--- config.mk ---
export PLATFORM = sky130hd
export DESIGN_NAME = lfsr_stream
export DESIGN_NICKNAME = d
export VERILOG_FILES = /design/src/rtl/lfsr_pkg.sv /design/src/rtl/lfsr_step.sv /design/src/rtl/lfsr_stream.sv
export SDC_FILE = /design/constraint.sdc
export NUM_CORES = 1
export LEC_CHECK = 0
export CORE_MARGIN = 4
export CORE_UTILIZATION = 50
export CTS_CLUSTER_DIAMETER = 60
export DETAILED_ROUTE_END_ITERATION = 10
export HOLD_SLACK_MARGIN = 0.15
export PLACE_DENSITY = 0.79
export SLEW_MARGIN = 20
export SYNTH_ARGS = -nofsm -noshare
export SYNTH_HDL_FRONTEND = slang
export SYNTH_HIERARCHICAL = 1
export SYNTH_SLANG_ARGS = --single-unit
--- constraint.sdc ---
create_clock -name CLK -period 2.5 [get_ports CLK]
set_clock_uncertainty 0.2 [all_clocks]
set_input_delay 0.5 -clock CLK [delete_from_list [all_inputs] [get_ports CLK]]
set_output_delay 0.5 -clock CLK [all_outputs]
set_load 0.01 [all_outputs]
--- src/rtl/lfsr_pkg.sv ---
`default_nettype none
// ----------------------------------------------------------------------------
// lfsr_pkg: mode encodings, default masks and next-state functions. Rev 1.0
// ----------------------------------------------------------------------------
package lfsr_pkg;

  typedef enum logic {
    MODE_FIB = 1'b0,
    MODE_GAL = 1'b1
  } mode_e;

  localparam logic [7:0]  TAPS_W8  = 8'hB8;
  localparam logic [7:0]  POLY_W8  = 8'h1D;
  localparam logic [15:0] TAPS_W16 = 16'hB400;
  localparam logic [15:0] POLY_W16 = 16'h100B;
  localparam logic [31:0] TAPS_W32 = 32'h8020_0003;
  localparam logic [31:0] POLY_W32 = 32'h0000_00C5;

  function automatic logic [31:0] width_mask(input int unsigned w);
    return (w >= 32) ? 32'hFFFF_FFFF : ((32'd1 << w) - 32'd1);
  endfunction

  // Shift toward the MSB; the parity of the tapped bits enters at bit 0.
  function automatic logic [31:0] fib_next(input logic [31:0] s,
                                           input logic [31:0] taps,
                                           input int unsigned w);
    logic fb;
    fb = ^(s & taps);
    return ((s << 1) | {31'd0, fb}) & width_mask(w);
  endfunction

  function automatic logic [31:0] gal_next(input logic [31:0] s,
                                           input logic [31:0] poly,
                                           input int unsigned w);
    logic msb;
    msb = |(s & (32'd1 << (w - 1)));
    return ((s << 1) & width_mask(w)) ^ (msb ? poly : 32'd0);
  endfunction

endpackage
`default_nettype wire

--- src/rtl/lfsr_step.sv ---
`default_nettype none
// ----------------------------------------------------------------------------
// lfsr_step: combinational one-step LFSR successor for either form. Rev 1.0
// ----------------------------------------------------------------------------
module lfsr_step
  import lfsr_pkg::*;
#(
  parameter int unsigned WIDTH = 8
) (
  input  logic [WIDTH-1:0] s_i,
  input  logic             mode_i,
  input  logic [WIDTH-1:0] taps_i,
  input  logic [WIDTH-1:0] poly_i,
  output logic [WIDTH-1:0] next_o
);

  always_comb begin
    next_o = s_i;
    case (mode_e'(mode_i))
      MODE_FIB: next_o = WIDTH'(fib_next(32'(s_i), 32'(taps_i), WIDTH));
      MODE_GAL: next_o = WIDTH'(gal_next(32'(s_i), 32'(poly_i), WIDTH));
      default:  next_o = s_i;
    endcase
  end

endmodule
`default_nettype wire

--- src/rtl/lfsr_stream.sv ---
`default_nettype none
// ----------------------------------------------------------------------------
// lfsr_stream: valid/ready pseudo-random word source with load and period flag.
// Rev 1.0
// ----------------------------------------------------------------------------
module lfsr_stream
  import lfsr_pkg::*;
#(
  parameter int unsigned      WIDTH = 8,
  parameter logic [WIDTH-1:0] TAPS  = WIDTH'(TAPS_W8),
  parameter logic [WIDTH-1:0] POLY  = WIDTH'(POLY_W8),
  parameter logic [WIDTH-1:0] SEED  = WIDTH'(8'h01),
  parameter int unsigned      CNT_W = 16
) (
  input  logic             CLK,
  input  logic             RESETN,
  input  logic             MODE,
  input  logic             LOAD,
  input  logic [WIDTH-1:0] LOAD_DATA,
  output logic [WIDTH-1:0] O,
  output logic             O_VALID,
  input  logic             O_READY,
  output logic [CNT_W-1:0] COUNT,
  output logic             PERIOD,
  output logic             ZERO_FIX
);

  logic [WIDTH-1:0] s_q, s_d;
  logic [WIDTH-1:0] ref_q, ref_d;
  logic [CNT_W-1:0] cnt_q, cnt_d;
  logic             valid_q, valid_d;
  logic             per_q, per_d;
  logic             zf_q, zf_d;
  logic [WIDTH-1:0] next_w;
  logic [WIDTH-1:0] load_val_w;
  logic             adv_w;

  lfsr_step #(.WIDTH(WIDTH)) u_step (
    .s_i    (s_q),
    .mode_i (MODE),
    .taps_i (TAPS),
    .poly_i (POLY),
    .next_o (next_w)
  );

  assign adv_w      = valid_q & O_READY & ~LOAD;
  assign load_val_w = (LOAD_DATA == '0) ? SEED : LOAD_DATA;

  // Load beats the lock-up guard, which beats a normal advance.
  always_comb begin
    s_d     = s_q;
    ref_d   = ref_q;
    cnt_d   = cnt_q;
    valid_d = 1'b1;
    per_d   = 1'b0;
    zf_d    = zf_q;
    if (LOAD) begin
      s_d   = load_val_w;
      ref_d = load_val_w;
      cnt_d = '0;
      if (LOAD_DATA == '0) zf_d = 1'b1;
    end else if (s_q == '0) begin
      s_d  = SEED;
      zf_d = 1'b1;
    end else if (adv_w) begin
      s_d   = next_w;
      cnt_d = cnt_q + CNT_W'(1);
      per_d = (next_w == ref_q);
    end
  end

  always_ff @(posedge CLK) begin
    if (!RESETN) begin
      s_q     <= SEED;
      ref_q   <= SEED;
      cnt_q   <= '0;
      valid_q <= 1'b0;
      per_q   <= 1'b0;
      zf_q    <= 1'b0;
    end else begin
      s_q     <= s_d;
      ref_q   <= ref_d;
      cnt_q   <= cnt_d;
      valid_q <= valid_d;
      per_q   <= per_d;
      zf_q    <= zf_d;
    end
  end

  assign O        = s_q;
  assign O_VALID  = valid_q;
  assign COUNT    = cnt_q;
  assign PERIOD   = per_q;
  assign ZERO_FIX = zf_q;

endmodule
`default_nettype wire

# Word level (Yosys, flattened, before mapping)
# Cells that the tools add are included.
dict set report op_classes {
  n_reduce_logical 9
  addsub 1
  n_eq_ne 2
  bitwise_logic 9
  muxes 10
}
# cell n
set ops {}
lappend ops {{$mux W8} 4}
lappend ops {{$reduce_xor A32 Y1} 1}
lappend ops {{$add A16 B1 Y16 const B} 1}
lappend ops {{$logic_not A8 Y1} 2}
lappend ops {{$pmux W8 S2} 1}
lappend ops {{$eq A8 B8 Y1} 1}
lappend ops {{$or A8 B1 Y8} 1}
lappend ops {{$xor A8 B5 Y8} 1}
lappend ops {{$mux W5} 1}
lappend ops {{$not A1 Y1} 5}
lappend ops {{$mux W1} 4}
lappend ops {{$reduce_and A2 Y1} 2}
lappend ops {{$reduce_or A4 Y1} 1}
lappend ops {{$reduce_bool A3 Y1} 1}
lappend ops {{$and A1 B1 Y1} 2}
lappend ops {{$ne A2 B1 Y1 const B} 1}
lappend ops {{$reduce_bool A2 Y1} 1}
lappend ops {{$reduce_or A2 Y1} 1}
dict set report word_totals {
  inputBits 13
  out_inout_bits 27
  elab_cells 37
  register_bits 35
}

# Depth between registers and ports, before layout
dict set report depth {
  depth_word 6
  depth_mapped 9
  ltp_nobuf 9
}

# Cells and area by module
# The synthesis kept the hierarchy.
# mod seq_area_each_um2 cells_per_inst instances area_per_inst_um2
set modules_own_cells {}
lappend modules_own_cells {lfsr_stream 700.7 199 1 1685.4}
lappend modules_own_cells {lfsr_step 0.0 33 1 197.7}

# Worst setup path before layout
# No wires, ideal clock.
dict set report synth_timing {
  path_kind {register -> register}
  from {register cnt_q[4] (netlist: COUNT[4])}
  to {register cnt_q[13] (netlist: COUNT[13])}
  period_less_slack_ns 1.998
  required_time_ns 2.229
  path_stages_with_launch 5
  slack_ns 0.502
  arrival_time_ns 1.728
  setup_ns 0.071
  path_buffers 0
  cell_sequence {dfxtp_1 nand4_2 or4_4 or4_1 a21oi_1}
}
dict set report synth_via {
  elab_chain_cells 1
}
# element line
set synth_rtl {}
lappend synth_rtl {{from (decl)} lfsr_stream.sv:30} ;# logic [CNT_W-1:0] cnt_q, cnt_d;
lappend synth_rtl {{from (signal assigned)} lfsr_stream.sv:83} ;# cnt_q <= cnt_d;
lappend synth_rtl {{$add A16 B1 Y16} lfsr_stream.sv:67} ;# cnt_d = cnt_q + CNT_W'(1);
# Every way passes these cells.
# A chain may end at the register's enable or synchronous reset.

# Worst setup path after layout
dict set report layout_timing {
  from {register s_q[5] (netlist: O[5])}
  to {register s_q[1] (netlist: O[1])}
}
dict set report layout_via {
  elab_chain_cells 3
  word_cells_on_any_way 4
  classes_between {2 x mux; 2 x reduce/logical}
}
# element line
set layout_rtl {}
lappend layout_rtl {{from (decl)} lfsr_stream.sv:28} ;# logic [WIDTH-1:0] s_q, s_d;
lappend layout_rtl {{from (signal assigned)} lfsr_stream.sv:74} ;# s_q <= SEED;
lappend layout_rtl {{from (signal assigned)} lfsr_stream.sv:81} ;# s_q <= s_d;
lappend layout_rtl {{$logic_not A8 Y1 *} lfsr_stream.sv:62} ;# end else if (s_q == '0) begin
lappend layout_rtl {{$mux W8} lfsr_stream.sv:62}
lappend layout_rtl {{$mux W8} lfsr_stream.sv:57} ;# if (LOAD) begin
# Every way passes the cells marked *; elsewhere a longest branch is shown, timed or not.

==> reports/results.ini <==
[outcome]
status = finished, final reports clean

[route]
drc_errors = 0
wl_met2_um = 2420
dr.pass1.iters = 4
drt_iter0_markers = 151
wl_met3_um = 258
vias = 1875
highest_layer = met4
routed_wl_um = 4790
vias_per_cell = 5.40
met1Wirelength_um = 2050
ant_nets = 0
post_drt_wl_per_cell_um = 13.8

[timing]
setup_ws_ps = 243
tightestPinTransition_ps = 706
slew_headroom_pct = 52.5
hold_viol = 0
rsz0062_at_grt = no
max_freq_mhz = 443
finalSetupViolCount = 0
timing.hold.ws_ps = 282
post-route-period-util_pct = 90.3
setup_tns_ps = 0
finalMaxSlewViolations = 0
min_period_ps = 2260

[clock_tree]
clkLatencyLatePin_ps = 290
cts_buffers = 5
clockRootBuffer = clkbuf_8
cts.sinks = 35
clkTransAtPathRegs_ps = 70
cts.path.max_buffers = 2
cts_max_level = 2
cts_tree = yes
cts_resized = 0
ctsHoldBuffers = 0
post_cts_buffers = 0

[critical_path]
critPathBufInv = 1
cpPeakStageDelay_ps = 600
critPathSlowestCell = or4_1
cp_max_fo = 15
critical-path-top-delay-family = compound AO/OA/AOI/OAI gates
start_kind = flip-flop
critical_path_arrival_ps = 2240
worstPathRequired_ps = 2480
cp-end-kind = flip-flop
path_cells = or4_1 -> o21ai_2 -> buf_4 -> o21ai_0 -> o211a_1
worstSetupPathType = flip-flop to flip-flop

[min_path]
hp-class = flip-flop to flip-flop

[logic_synthesis]
synth_top_area_share_pct = 37.2
synth_area_mm2 = 0.00188
ys_types = 40
yosys.area.top_type = dfxtp_1
ys_seq_area_share_pct = 37.2
synth_edf_count = 0
syn_inst = 232
yosys_warnings = 6
synthArstFlopShare_pct = 0
ys_ff_latch = 35
synth_area_leaders = dfxtp_1 37%, nand2_1 8.2%, xnor2_1 7.4%, xor2_1 4.7%, a21oi_1 4.5%
avgSynthCellArea_um2 = 8.12
synth_ff_type = dfxtp_1

[power_and_ir_drop]
power_leakage_nw = 0.971
power_mw = 1.45
peakVddDrop_mv = 0.356
p_per_area_mw_per_mm2 = 558

[final_layout]
final_nets = 312
diodes = 0
finalCoreUtilization_pct = 71.1
area_growth_pct = 38.1
instances_no_fill = 347
drive_above_1_share_pct = 10.7
fin_area_mm2 = 0.00260
fill_cells = 304

[global_route]
antenna_found_initial = 0
grt_pass1_vias = 1820
grt_use_total_pct = 20.5
grt_max_degree = 17
grt_first_pass_wirelength_um = 8180
overflow = 0

[floorplanning]
fp.dieW_um = 69.4
core_mm2 = 0.00366
ios = 40
initial_utilization_pct = 51.4
die_y_um = 69.4
placementRows = 22
die-area_mm2 = 0.00481

[placement]
dp_hpwl_um = 3610
gp_congestion = 0.803
pre_cts_ws_ps = 70.9
port_buffers = 39
dpl_cell_area_mm2 = 0.00246
dpl.cell_count = 339

[run]
cap_violations = 0

## routing by layer
layer	vias up	track usage (%)
met2	62	37.0
li1	955	-
met1	852	23.7
met4	0	7.38
met5	-	0
met3	6	4.35
## path summary, 6_finish.rpt
kind	startpoint	endpoint	slack, ps	cells after the start
worst max register to register	O[5]	O[1]	240	5
worst min-delay path	COUNT[15]	COUNT[15]	280	2
worst max-delay path	O[5]	O[1]	240	5
worst min register to register	COUNT[15]	COUNT[15]	280	2
## layout by cell type (no fill, tap or decap), types with 6 or more instances in the layout
cell,netlist,layout
conb_1,2,16
nand2_1,41,41
a21boi_0,7,7
or4_1,10,10
xor2_1,10,10
clkdlybuf4s50_1,0,39
nor2_1,13,13
o31ai_1,6,6
xnor2_1,16,16
a21oi_1,17,17
buf_4,1,16
dfxtp_1,35,35
o21ai_0,16,16
## where the power goes
part           internal (mW)  switching [mW]
Clock                  0.398           0.213
Sequential             0.578          0.0213
Combinational          0.116           0.125
Total                   1.09           0.360
## registers in the layout, indices dropped and copies added, names as in the netlist
signal / cells
COUNT: 16
O: 8
ref_q: 8
O_VALID: 1
PERIOD: 1
ZERO_FIX: 1
## synth_stat cells (3+ instances only)
master,count
clkbuf_1,8
xnor2_1,16
and4_1,3
nand3_1,5
or4_1,10
nor3_1,3
o211ai_1,3
xor2_1,10
nor2_1,13
a21oi_1,17
dfxtp_1,35
o211a_1,4
nor4_1,4
a21boi_0,7
nand2_1,41
o21ai_0,16
o31ai_1,6
## cell families after synthesis
family	count (synthesis)	synth area share [%]
other	2	0.399
adder cells (fa/ha/maj)	1	0.664
AND/OR/NAND/NOR	94	26.2
AO/OA/AOI/OAI	62	20.9
flip-flops	35	37.2
buffers and inverters	12	2.59
XOR/XNOR	26	12.1
## final cells by class
class                           instances  area, µm²  area share [%]
Clock inverter                          3       67.6            2.60
Tap cell                               48       60.1            2.31
Timing Repair Buffer                   55        510            19.6
Multi-Input combinational cell        199       1190            45.6
Inverter                                2       7.51           0.289
Clock buffer                            5       68.8            2.65
Sequential cell                        35        701            26.9
## worst min-delay path: stages, from the launching register on
cell and delay, ps:
dfxtp_1 320, o31ai_1 60, a21oi_1 50
No activity file was read; power rests on OpenSTA's default activity.
